### config.mk
export PLATFORM = sky130hd
export DESIGN_NAME = dtb_tracer
export DESIGN_NICKNAME = d
export VERILOG_FILES = /design/src/rtl/dtb_pkg.sv /design/src/rtl/dtb_serializer.sv /design/src/rtl/dtb_tracer.sv
export SDC_FILE = /design/constraint.sdc
export NUM_CORES = 1
export LEC_CHECK = 0
export ABC_AREA = 1
export BUFFER_PORTS_ARGS = -buffer_cell sky130_fd_sc_hd__buf_2
export CORE_ASPECT_RATIO = 0.9
export CORE_MARGIN = 3
export CORE_UTILIZATION = 40
export DETAILED_ROUTE_END_ITERATION = 6
export SYNTH_ARGS = -nofsm -noshare
export SYNTH_HDL_FRONTEND = slang
export SYNTH_SLANG_ARGS = --single-unit
### constraint.sdc
create_clock -name FPGA_CLK_I -period 2.62 [get_ports FPGA_CLK_I]
set_input_delay 0.524 -clock FPGA_CLK_I [delete_from_list [all_inputs] [get_ports FPGA_CLK_I]]
set_output_delay 0.524 -clock FPGA_CLK_I [all_outputs]
set_load 0.05 [all_outputs]
### src/rtl/dtb_pkg.sv
// rtl/dtb_pkg.sv - shared constants, mode enum and lane-mask helper for the debug trace bridge
package dtb_pkg;

    localparam int TRB_WIDTH       = 32;
    localparam int TRB_MAX_TRACES  = 8;
    localparam int TRB_NTRACE_BITS = 2;
    localparam int TRB_POS_BITS    = $clog2(TRB_WIDTH);

    typedef enum logic {
        TRACE  = 1'b0,
        STREAM = 1'b1
    } dtb_mode_e;

    // Low 2**ntrace bits set; selects the active lanes within a word slice.
    function automatic logic [TRB_WIDTH-1:0] lane_mask(input logic [TRB_NTRACE_BITS-1:0] ntrace);
        logic [TRB_WIDTH-1:0] m;
        m = '0;
        for (int i = 0; i < TRB_MAX_TRACES; i++) begin
            if (i < (1 << ntrace)) begin
                m[i] = 1'b1;
            end
        end
        return m;
    endfunction

endpackage

### src/rtl/dtb_serializer.sv
// rtl/dtb_serializer.sv - readout stream register, pointer and valid logic for trace and stream modes
module dtb_serializer
    import dtb_pkg::*;
(
    input  logic                       clk,
    input  logic                       resetn,
    input  logic                       mode,
    input  logic [TRB_NTRACE_BITS-1:0] ntrace,
    input  logic [TRB_POS_BITS-1:0]    beat_pos,
    input  logic [TRB_POS_BITS-1:0]    last_index,
    input  logic                       word_tick,
    input  logic                       buf_valid,
    input  logic [TRB_WIDTH-1:0]       buf_data,
    input  logic                       grant,
    input  logic [TRB_WIDTH-1:0]       grant_data,
    input  logic                       read,
    input  logic                       trg_delayed,
    output logic                       buf_take,
    output logic                       bypass,
    output logic [TRB_MAX_TRACES-1:0]  stream,
    output logic                       trig
);

    logic [TRB_WIDTH-1:0]    stream_reg;
    logic [TRB_POS_BITS-1:0] ptr;
    logic [TRB_POS_BITS-1:0] sel_pos;
    logic                    valid;
    logic                    trg_d;
    logic                    is_stream;
    logic                    can_load;

    assign is_stream = (mode == STREAM);
    assign can_load  = !valid || (read && ptr == last_index);

    // A grant arriving while the stream register can accept goes straight past the load buffer.
    always_comb begin
        buf_take = 1'b0;
        bypass   = 1'b0;
        if (is_stream) begin
            if (can_load && buf_valid) begin
                buf_take = 1'b1;
            end else if (can_load && grant) begin
                bypass = 1'b1;
            end
        end else begin
            buf_take = word_tick && buf_valid;
        end
    end

    assign sel_pos = is_stream ? (ptr << ntrace) : beat_pos;
    assign stream  = TRB_MAX_TRACES'((stream_reg >> sel_pos) & lane_mask(ntrace));
    assign trig    = is_stream ? valid : trg_d;

    always_ff @(posedge clk) begin
        if (!resetn) begin
            stream_reg <= '0;
            ptr        <= '0;
            valid      <= 1'b0;
            trg_d      <= 1'b0;
        end else begin
            trg_d <= trg_delayed;
            if (is_stream) begin
                if (buf_take) begin
                    stream_reg <= buf_data;
                    valid      <= 1'b1;
                    ptr        <= '0;
                end else if (bypass) begin
                    stream_reg <= grant_data;
                    valid      <= 1'b1;
                    ptr        <= '0;
                end else if (read && valid) begin
                    if (ptr == last_index) begin
                        valid <= 1'b0;
                    end else begin
                        ptr <= ptr + 1'b1;
                    end
                end
            end else if (word_tick) begin
                stream_reg <= buf_valid ? buf_data : '0;
            end
        end
    end

endmodule

### src/rtl/dtb_tracer.sv
// rtl/dtb_tracer.sv - trace capture deserializer, trigger tracking and load buffer for the debug trace buffer
module dtb_tracer
    import dtb_pkg::*;
(
    input  logic                       FPGA_CLK_I,
    input  logic                       RST_I,
    input  logic                       MODE_I,
    input  logic [TRB_NTRACE_BITS-1:0] NTRACE_I,
    output logic [TRB_POS_BITS-1:0]    EVENT_POS_O,
    output logic                       TRG_EVENT_O,
    input  logic                       TRG_DELAYED_I,
    input  logic [TRB_WIDTH-1:0]       DATA_I,
    output logic                       LOAD_REQUEST_O,
    input  logic                       LOAD_GRANT_I,
    output logic [TRB_WIDTH-1:0]       DATA_O,
    output logic                       STORE_O,
    input  logic                       STORE_PERM_I,
    input  logic                       FPGA_TRIG_I,
    input  logic [TRB_MAX_TRACES-1:0]  FPGA_TRACE_I,
    output logic                       FPGA_WRITE_VALID_O,
    input  logic                       FPGA_READ_I,
    output logic [TRB_MAX_TRACES-1:0]  FPGA_STREAM_O,
    output logic                       FPGA_TRIG_O
);

    logic [TRB_POS_BITS-1:0] beat;
    logic [TRB_POS_BITS-1:0] beat_last;
    logic [TRB_POS_BITS-1:0] beat_pos;
    logic [TRB_WIDTH-1:0]    lane_m;
    logic [TRB_WIDTH-1:0]    shift_word;
    logic [TRB_WIDTH-1:0]    word_next;
    logic [TRB_WIDTH-1:0]    buf_data;
    logic                    started;
    logic                    write_valid;
    logic                    pending;
    logic                    pending_n;
    logic                    load_pending;
    logic                    store_q;
    logic                    slot_free;
    logic                    beat_active;
    logic                    at_boundary;
    logic                    buf_valid;
    logic                    buf_take;
    logic                    bypass;

    assign lane_m      = lane_mask(NTRACE_I);
    assign beat_last   = TRB_POS_BITS'((TRB_WIDTH >> NTRACE_I) - 1);
    assign beat_pos    = beat << NTRACE_I;
    assign beat_active = started && write_valid;
    assign at_boundary = (beat == beat_last);
    assign slot_free   = !pending || store_q;
    assign word_next   = (shift_word & ~(lane_m << beat_pos))
                       | ((TRB_WIDTH'(FPGA_TRACE_I) & lane_m) << beat_pos);

    // A stalled word (write_valid low) is already complete in shift_word and moves once the slot frees.
    assign load_pending = slot_free && ((beat_active && at_boundary) || (started && !write_valid));
    assign pending_n    = load_pending || (pending && !store_q);

    assign STORE_O            = store_q;
    assign FPGA_WRITE_VALID_O = write_valid;
    assign LOAD_REQUEST_O     = !buf_valid;

    always_ff @(posedge FPGA_CLK_I) begin
        if (!RST_I) begin
            beat        <= '0;
            started     <= 1'b0;
            write_valid <= 1'b0;
            shift_word  <= '0;
            DATA_O      <= '0;
            pending     <= 1'b0;
            store_q     <= 1'b0;
            TRG_EVENT_O <= 1'b0;
            EVENT_POS_O <= '0;
        end else begin
            started <= 1'b1;
            pending <= pending_n;
            store_q <= pending_n && STORE_PERM_I;
            if (!started) begin
                write_valid <= 1'b1;
            end
            if (beat_active) begin
                shift_word <= word_next;
                if (FPGA_TRIG_I && !TRG_EVENT_O) begin
                    TRG_EVENT_O <= 1'b1;
                    EVENT_POS_O <= beat_pos;
                end
                if (at_boundary) begin
                    if (slot_free) begin
                        DATA_O <= word_next;
                        beat   <= '0;
                    end else begin
                        write_valid <= 1'b0;
                    end
                end else begin
                    beat <= beat + 1'b1;
                end
            end else if (started && !write_valid && slot_free) begin
                DATA_O      <= shift_word;
                write_valid <= 1'b1;
                beat        <= '0;
            end
        end
    end

    always_ff @(posedge FPGA_CLK_I) begin
        if (!RST_I) begin
            buf_valid <= 1'b0;
            buf_data  <= '0;
        end else if (buf_take) begin
            buf_valid <= 1'b0;
        end else if (LOAD_GRANT_I && !buf_valid && !bypass) begin
            buf_valid <= 1'b1;
            buf_data  <= DATA_I;
        end
    end

    dtb_serializer u_serializer (
        .clk         (FPGA_CLK_I),
        .resetn      (RST_I),
        .mode        (MODE_I),
        .ntrace      (NTRACE_I),
        .beat_pos    (beat_pos),
        .last_index  (beat_last),
        .word_tick   (beat_active && at_boundary),
        .buf_valid   (buf_valid),
        .buf_data    (buf_data),
        .grant       (LOAD_GRANT_I),
        .grant_data  (DATA_I),
        .read        (FPGA_READ_I),
        .trg_delayed (TRG_DELAYED_I),
        .buf_take    (buf_take),
        .bypass      (bypass),
        .stream      (FPGA_STREAM_O),
        .trig        (FPGA_TRIG_O)
    );

endmodule

== Yosys cells after proc, flatten, opt, wreduce, memory -nomap -nowiden ==
Index checks and enable logic that the tools add are counted.

* Register bits after elaboration: 151
* Input port bits: 50
* Output and inout bits: 50

* Add/sub/neg operators: 3
* Magnitude comparators: 8
* Eq/ne operators: 7
* Shift operators: 7
* Mux-type cells: 42
* Bitwise logic cells: 7
* Reduce and logical (&&, ||, !) cells: 38

{| class="wikitable"
|+ Operators by type and width
! kind !! number
|-
| $mux 32 || 9
|-
| $lt 4x32->1 const A || 4
|-
| $lt 3x32->1 const A || 2
|-
| $shl 8x5->32 || 2
|-
| $mux 5 || 9
|-
| $and 32x32->32 || 1
|-
| $lt 1x32->1 const A || 1
|-
| $lt 2x32->1 const A || 1
|-
| $not 32->32 || 1
|-
| $or 32x32->32 || 1
|-
| $shl 1x2->32 const A || 1
|-
| $shr 32x5->8 || 1
|-
| $mux 1 || 24
|-
| $and 8x8->8 || 2
|-
| $logic_and 1x1->1 || 15
|-
| $add 5x1->5 const B || 2
|-
| $eq 5x5->1 || 2
|-
| $shl 5x2->5 || 2
|-
| $reduce_and 3->1 || 3
|-
| $reduce_and 2->1 || 4
|-
| $logic_not 1->1 || 7
|-
| $ne 3x3->1 const B || 2
|-
| $reduce_bool 3->1 || 2
|-
| $shr 6x2->5 const A || 1
|-
| 8 further kinds || 13
|}

== Logic depth before layout (Yosys ltp) ==
Gate-level depths: netlist (run 1).

* Depth in word-level cells: 12
* Gate-level depth with buffers: 17
* Depth with buffers taken out: 16

== Hierarchy ==
A second synthesis (run 1) with hierarchy kept.

* Cell total of the unflattened synthesis: 1532
* Area, all modules: 9507.9 um^2

{| class="wikitable"
|+ Modules (own cells, without submodules)
! module !! instances !! cells an instance !! area an instance (um^2) !! sequential area each (um^2)
|-
| dtb_tracer || 1 || 662 || 4855.9 || 2242.2
|-
| dtb_serializer || 1 || 870 || 4652.0 || 780.7
|}

== Least setup slack after synthesis (run 1) ==
OpenSTA, ideal clock, no wires.

* Path kind: input port to output port
* Start: input NTRACE_I[0]
* End: output FPGA_STREAM_O[4]
* Arrival: 2.383 ns
* Data required time: 2.096 ns
* Path slack: -0.287 ns
* Cell stages on the path: 11
* Buffers on the path: 2
* Path through: nor2_2 nand3_1 nand2_1 buf_2 buf_4 o21ai_0 o21ai_0 a21oi_1 nand2_1 nand2_1 nor2_1

* Longest elaborated chain between the ends: 4

{| class="wikitable"
|+ RTL lines
! element !! line !! text
|-
| from (decl) || dtb_tracer.sv:8 || <nowiki>input logic [TRB_NTRACE_BITS-1:0] NTRACE_I,</nowiki>
|-
| $shl 1x2->32 (tied with other cells) || dtb_pkg.sv:19 || <nowiki>if (i < (1 << ntrace)) begin</nowiki>
|-
| $lt 4x32->1 / $mux 5 (equally long branches) || dtb_pkg.sv:19, dtb_serializer.sv:50 ||
|-
| $mux 1 / $shr 32x5->8 (equally long branches) || dtb_pkg.sv:19, dtb_serializer.sv:51 ||
|-
| $and 8x8->8 * || dtb_serializer.sv:51 || <nowiki>assign stream = TRB_MAX_TRACES'((stream_reg >> sel_pos) & lane_mask(ntrace));</nowiki>
|-
| to (decl) || dtb_tracer.sv:22 || <nowiki>output logic [TRB_MAX_TRACES-1:0] FPGA_STREAM_O,</nowiki>
|}

Mark *: on every way between the ends. The rest lies on a longest branch, timed or not.

== Worst setup path in the final report (run 1) ==
* Start: input NTRACE_I[0]
* End: output FPGA_STREAM_O[6]

Same word-level chain as after synthesis.

==> flow_summary_export.csv, run 1 <==
group,metric,value,unit
yosys,seq_cells_post_synth,151,
final_layout,final_cell_count_no_fill,2017,
sta,timing.final.crit_share,106,%
global_routing,number_of_global_route_vias_before_repair,9039,
yosys,syn-num-nets,1570,
die,initial_core_util,41.2,%
setup_path,critPathTopFamily,"simple AND/OR/NAND/NOR gates",
final_layout,antennaDiodeCount,0,
min_path,worst_hold_path.endpoint,"u_serializer.trg_d$_SDFF_PN0_",
status,status,"finished with violations",
final_layout,layout_common_cells,"sky130_fd_sc_hd__nand2_1 (421), sky130_fd_sc_hd__inv_1 (206), sky130_fd_sc_hd__nor2_1 (161), sky130_fd_sc_hd__dfxtp_1 (145), sky130_fd_sc_hd__nand3_1 (140)",
final_layout,fillCellCount,2143,
die,rows,51,
die,die_w,164,µm
placement,post_placement_worst_setup_slack,-0.436,ns
clock_tree,cts.sinks,151,
setup_path,crit_type,"in2out",
sta,hold-worst-slack,0.301,ns
sta,setup_viol,8,
power,power_switching_share,33.8,%
yosys,yosys_most_used_dff,"sky130_fd_sc_hd__dfxtp_1",
yosys,synth_enable_flop_cells,0,
yosys,mappedNetlistArea,0.00904,mm²
yosys,synth.yosys.seq_area_share,33.4,%
routing,routed_wl,30.2,mm
power,static-leakage-power,6.29,nW
min_path,holdCritPathClass,"in2reg",
routing,drt_iter0_markers,769,
sta,final-max-slew-violation-count,0,
routing,vias_per_cell,5.00,
sta,slew_headroom,67.0,%
sta,post-route-worst-setup-slack,-0.156,ns
die,design.die.area,0.0245,mm²
sta,setup_repair_after_global_routing_missed_its_margin,"yes",
yosys,post_synth.cell_area_avg,5.96,µm²
final_layout,postLayoutCellArea,0.0124,mm²
clock_tree,cts.reportedPaths.clkPinSlew,0.07,ns
yosys,library_cells_used_by_synthesis,37,
final_layout,fin_nets,1768,
min_path,hold_depth,3,
min_path,hold_path_startpoint,"TRG_DELAYED_I",
power,power.internal,4.65,mW
routing,dr.pass1.iters,5,
routing,detail_route.wl_per_cell,15.0,µm
clock_tree,tritoncts.num_buffers,17,
global_routing,gr-usage-all-layers,24.7,%
yosys,yosysWarningCount,0,
power,share_seq_of_total_power,36.5,%
placement,postPlaceCellArea,0.0106,mm²
clock_tree,htreeDepth,4,
setup_path,ff2ff_setup_slack,0.28,ns
setup_path,worst_r2r_endpoint,"DATA_O[31]$_SDFFE_PN0P_",
global_routing,grt_start_max_net_pins,99,
sta,worst_pin_slew,0.494,ns
global_routing,globalRouteOverflowTotal,0,
die,number_of_ports_placed_on_the_die_boundary,100,
sta,final_period_minus_worst_setup_slack,2.78,ns
final_layout,layout-area-overhead-vs-synth,37.0,%
setup_path,crit_path_start_kind,"input port",
power,netSwitchingPower,2.38,mW
status,failed_checks,"setup timing",
final_layout,final_core_utilization,56.4,%
setup_path,timing.critical_path.to_type,"output pin",
clock_tree,clock_tree.root_cell,"sky130_fd_sc_hd__clkbuf_16",
sta,fin_worst_skew,0.0163,ns
setup_path,cp_slowest_stage_delay,0.27,ns
global_routing,grt_pass1_wl,48.4,mm
sta,fin_tns_setup,-1.07,ns
die,floorplan.core_area,0.0220,mm²
final_layout,leading_cell_type_in_the_layout_fill_and_taps_excluded,"sky130_fd_sc_hd__nand2_1",
setup_path,timing.critical_path.arrival,2.25,ns
routing,drc,0,
yosys,share_of_flip_flops_with_an_asynchronous_set_or_reset,0,%
routing,via_count,10078,
placement,place_hpwl,20.9,mm
power,max_ir_drop_vdd,0.000325,V
setup_path,required,2.10,ns
placement,io_buffers,99,
routing,ant_nets,0,
final_layout,drive_above_1_share,25.3,%
setup_path,crit_slowest_cell,"sky130_fd_sc_hd__a21oi_4",
setup_path,crit_path_cell_trace,"buf_8 -> buf_8 -> nand2_1 -> o21ai_2 -> nand2_1 -> nand2_2 -> a21oi_4 -> nand2_4 -> buf_12 -> inv_6 -> a21oi_1 -> o21ai_1 -> nand2_1 -> nor2_4 -> buf_8",
power,powerDensity,567,mW/mm²
clock_tree,tritoncts,"built",
power,design_power_total,7.03,mW
setup_path,timing.critical_path.buf_inv,5,
setup_path,r2r.worst_path.cells,14,
sta,max_clock_freq,0.360,GHz
placement,placed_cells,1948,
power,clock_power_share,35.6,%
placement,place.gp.congestion,0.879,
final_layout,seqCellArea,0.00304,mm²
final_layout,multi_input_area,0.00529,mm²
yosys,netlist_instances,1517,
global_routing,initial_antenna_violation_count,0,
power,share_of_total_power_in_combinational_logic,27.9,%
clock_tree,clock_latency_on_the_worst_skew_pair,0.43,ns
sta,finalHoldViolations,0,
clock_tree,cts_max_path_buffers,2,
die,floorplan.die.height,149,µm
setup_path,crit_path_max_fanout,6,
setup_path,regToRegStartpoint,"beat[2]$_SDFFE_PN0P_",
flow_run,maxCapViolations,0,
[cells by family (layout without fill, tap and decap cells)]
group                    Yosys count  count (layout)  share of synthesized area, %
XOR/XNOR                           4               4                         0.387
AND/OR/NAND/NOR                  838             838                          38.0
adder cells (fa/ha/maj)            3               3                         0.415
buffers and inverters            300             509                          13.9
flip-flops                       151             151                          33.4
AO/OA/AOI/OAI                    221             221                          13.9
[metal layers]
metal	global-route usage, %	wire, µm
met1	39.9	15400
met2	33.9	12400
met3	4.09	2150
met4	5.12	326
met5	0	0
[power by group through the flow]
| stage | Clock (mW) | Combinational, mW | Sequential, mW |
|---|---|---|---|
| 2_1_floorplan | 0 | 0.965 | 2.73 |
| 3_3_place_gp | 0 | 1.66 | 2.60 |
| 3_5_place_dp | 0 | 1.66 | 2.61 |
| 4_1_cts | 2.55 | 1.88 | 2.56 |
| 5_1_grt | 2.62 | 2.15 | 2.58 |
| 6_report | 2.50 | 1.96 | 2.57 |
[repair_timing]
action                                  in CTS  in global routing
pin swaps                                   48                 39
buffers inserted                            26                  2
endpoints found under the setup margin       8                  8
gates resized for setup                    189                 48
hold buffers                                 0                  0
gates cloned                                10                  3
[cell usage after synthesis (2+ instances only)]
cell	number	share of area, %
sky130_fd_sc_hd__a211oi_1	33	2.7
sky130_fd_sc_hd__a21oi_1	55	3.0
sky130_fd_sc_hd__buf_1	5	0.21
sky130_fd_sc_hd__buf_2	34	1.9
sky130_fd_sc_hd__buf_4	11	0.91
sky130_fd_sc_hd__buf_6	6	0.75
sky130_fd_sc_hd__clkbuf_1	23	0.95
sky130_fd_sc_hd__dfxtp_1	151	33
sky130_fd_sc_hd__ha_1	3	0.42
sky130_fd_sc_hd__inv_1	210	8.7
sky130_fd_sc_hd__inv_2	9	0.37
sky130_fd_sc_hd__nand2_1	475	20
sky130_fd_sc_hd__nand2_2	3	0.21
sky130_fd_sc_hd__nand3_1	158	8.7
sky130_fd_sc_hd__nand3_2	3	0.33
sky130_fd_sc_hd__nand4_1	11	0.76
sky130_fd_sc_hd__nor2_1	179	7.4
sky130_fd_sc_hd__nor3_1	3	0.17
sky130_fd_sc_hd__nor3b_1	2	0.17
sky130_fd_sc_hd__o211ai_1	14	1.2
sky130_fd_sc_hd__o21ai_0	96	5.3
sky130_fd_sc_hd__o21ai_1	14	0.77
sky130_fd_sc_hd__o2bb2ai_1	2	0.19
sky130_fd_sc_hd__xor2_1	4	0.39
[area by class of cell]
cell class	count	area share, %
clock buffer	19	3.66
timing repair inverter	2	0.121
clock inverter	11	1.11
multi-input combinational	1066	42.7
sequential	151	24.5
inverter	221	6.93
timing repair buffer	256	18.0
tap	291	2.94
[worst max path at each step]
stage                         startpoint          endpoint  slack (ns)  depth (start not counted)
global route        beat[1]$_SDFFE_PN0P_  FPGA_STREAM_O[0]       -0.26                         14
detailed placement           NTRACE_I[0]  FPGA_STREAM_O[1]       -0.44                         14
finish                       NTRACE_I[0]  FPGA_STREAM_O[6]       -0.16                         15
CTS                 beat[1]$_SDFFE_PN0P_  FPGA_STREAM_O[1]       -0.13                         12
floorplan                    NTRACE_I[0]  FPGA_STREAM_O[4]       -0.07                         11
global placement             NTRACE_I[0]  FPGA_STREAM_O[0]       -0.38                         17
[worst min-delay path: cells and delay by family]
| family | cells | cell delay, ns |
|---|---|---|
| AND/OR/NAND/NOR | 1 | 0.04 |
| buffers and inverters | 2 | 0.13 |
Power figures use the tool's default switching activity.
==> inputs of run 2 (changes only) <==
Settings changed: SKIP_CTS_REPAIR_TIMING set to 1.
==> flow_summary_export.csv, run 2 (synthesis gave the netlist of run 1 again) <==
group,metric,value,unit
final_layout,final_cell_count_no_fill,1990,
final_layout,fillCellCount,2245,
final_layout,drive_above_1_share,20.0,%
die,design.die.area,0.0245,mm²
flow_run,maxCapViolations,0,
setup_path,r2r.worst_path.cells,12,
sta,hold-worst-slack,0.303,ns
die,initial_core_util,41.2,%
routing,via_count,9898,
clock_tree,clock_latency_on_the_worst_skew_pair,0.43,ns
die,floorplan.die.height,149,µm
die,die_w,164,µm
global_routing,grt_start_max_net_pins,99,
final_layout,layout_common_cells,"sky130_fd_sc_hd__nand2_1 (458), sky130_fd_sc_hd__inv_1 (208), sky130_fd_sc_hd__nor2_1 (164), sky130_fd_sc_hd__nand3_1 (154), sky130_fd_sc_hd__dfxtp_1 (146)",
routing,drt_iter0_markers,789,
clock_tree,cts_max_path_buffers,2,
setup_path,required,2.10,ns
routing,drc,0,
power,static-leakage-power,5.98,nW
setup_path,timing.critical_path.arrival,2.26,ns
sta,setup_viol,8,
global_routing,initial_antenna_violation_count,0,
sta,worst_pin_slew,0.491,ns
final_layout,antennaDiodeCount,0,
placement,place_hpwl,20.9,mm
power,powerDensity,587,mW/mm²
setup_path,worst_r2r_endpoint,"DATA_O[31]$_SDFFE_PN0P_",
power,netSwitchingPower,2.29,mW
sta,timing.final.crit_share,106,%
sta,slew_headroom,67.3,%
clock_tree,clock_tree.root_cell,"sky130_fd_sc_hd__clkbuf_16",
final_layout,fin_nets,1741,
placement,placed_cells,1948,
final_layout,postLayoutCellArea,0.0117,mm²
power,share_seq_of_total_power,37.4,%
clock_tree,cts.sinks,151,
min_path,worst_hold_path.endpoint,"u_serializer.trg_d$_SDFF_PN0_",
routing,vias_per_cell,4.97,
sta,final-max-slew-violation-count,0,
clock_tree,tritoncts.num_buffers,17,
min_path,holdCritPathClass,"in2reg",
global_routing,number_of_global_route_vias_before_repair,8574,
placement,postPlaceCellArea,0.0106,mm²
placement,post_placement_worst_setup_slack,-0.436,ns
sta,final_period_minus_worst_setup_slack,2.79,ns
power,power.internal,4.56,mW
routing,detail_route.wl_per_cell,14.7,µm
routing,routed_wl,29.2,mm
die,rows,51,
setup_path,regToRegStartpoint,"beat[2]$_SDFFE_PN0P_",
power,power_switching_share,33.5,%
global_routing,grt_pass1_wl,45.7,mm
sta,finalHoldViolations,0,
placement,place.gp.congestion,0.879,
routing,dr.pass1.iters,5,
setup_path,crit_path_max_fanout,7,
setup_path,crit_type,"in2out",
power,share_of_total_power_in_combinational_logic,26.2,%
sta,post-route-worst-setup-slack,-0.166,ns
placement,io_buffers,99,
power,clock_power_share,36.4,%
setup_path,crit_path_start_kind,"input port",
clock_tree,cts.reportedPaths.clkPinSlew,0.06,ns
clock_tree,htreeDepth,4,
min_path,hold_depth,3,
final_layout,leading_cell_type_in_the_layout_fill_and_taps_excluded,"sky130_fd_sc_hd__nand2_1",
sta,setup_repair_after_global_routing_missed_its_margin,"yes",
sta,max_clock_freq,0.359,GHz
min_path,hold_path_startpoint,"TRG_DELAYED_I",
sta,fin_worst_skew,0.0180,ns
status,status,"finished with violations",
clock_tree,tritoncts,"built",
setup_path,ff2ff_setup_slack,0.45,ns
routing,ant_nets,0,
status,failed_checks,"setup timing",
global_routing,gr-usage-all-layers,23.4,%
die,floorplan.core_area,0.0220,mm²
final_layout,layout-area-overhead-vs-synth,29.0,%
power,max_ir_drop_vdd,0.000320,V
global_routing,globalRouteOverflowTotal,0,
setup_path,timing.critical_path.to_type,"output pin",
die,number_of_ports_placed_on_the_die_boundary,100,
[run 2: power by group through the flow]
stage / Sequential (mW) / Clock, mW / Combinational, mW
4_1_cts: 2.56 / 2.55 / 1.67
3_5_place_dp: 2.61 / 0 / 1.66
2_1_floorplan: 2.73 / 0 / 0.965
6_report: 2.56 / 2.50 / 1.80
5_1_grt: 2.58 / 2.62 / 1.99
3_3_place_gp: 2.60 / 0 / 1.66
[run 2: per-stage QoR]
stage | util (%) | TNS [ns] | total power, mW
2_1_floorplan | - | -0.0724 | 3.69
3_3_place_gp | 48.3 | -14.45 | 4.26
3_5_place_dp | 48.3 | -15.43 | 4.27
4_1_cts | 51.0 | -3.27 | 6.78
5_1_grt | 53.2 | -2.09 | 7.19
6_report | 53.2 | -1.09 | 6.85
[run 2: final cells by class]
cell class | count | area [µm²] | area share, %
multi-input combinational | 1066 | 4980 | 42.7
timing repair buffer | 231 | 1840 | 15.8
inverter | 221 | 848 | 7.27
clock inverter | 11 | 138 | 1.18
tap | 291 | 364 | 3.12
sequential | 151 | 3040 | 26.0
clock buffer | 19 | 453 | 3.88
[run 2: critical path: stages]
cell	delay [ns]
sky130_fd_sc_hd__buf_4	0.13
sky130_fd_sc_hd__nor2_4	0.16
sky130_fd_sc_hd__nand3_2	0.13
sky130_fd_sc_hd__nand2_4	0.13
sky130_fd_sc_hd__buf_12	0.13
sky130_fd_sc_hd__buf_4	0.14
sky130_fd_sc_hd__nand2_1	0.05
sky130_fd_sc_hd__o21ai_1	0.13
sky130_fd_sc_hd__o21ai_0	0.10
sky130_fd_sc_hd__buf_4	0.15
sky130_fd_sc_hd__nand2_1	0.05
sky130_fd_sc_hd__nand3_1	0.08
sky130_fd_sc_hd__nor2_2	0.16
sky130_fd_sc_hd__nor2_4	0.06
sky130_fd_sc_hd__buf_8	0.14
[run 2: routing by layer]
metal / up-vias / GRT usage (%) / wire [µm]
li1: 5104 / - / -
met1: 4466 / 39.2 / 15300
met2: 310 / 30.8 / 11600
met3: 18 / 3.76 / 2050
met4: 0 / 4.28 / 248
met5: - / 0 / 0
[run 2: worst max path at each step]
| stage | from | to | slack [ns] | depth (start not counted) |
|---|---|---|---|---|
| 2_1_floorplan | NTRACE_I[0] | FPGA_STREAM_O[4] | -0.07 | 11 |
| 3_3_place_gp | NTRACE_I[0] | FPGA_STREAM_O[0] | -0.38 | 17 |
| 3_5_place_dp | NTRACE_I[0] | FPGA_STREAM_O[1] | -0.44 | 14 |
| 4_1_cts | beat[0]$_SDFFE_PN0P_ | FPGA_STREAM_O[1] | -0.45 | 13 |
| 5_1_grt | NTRACE_I[1] | FPGA_STREAM_O[0] | -0.30 | 17 |
| 6_report | NTRACE_I[1] | FPGA_STREAM_O[0] | -0.17 | 15 |
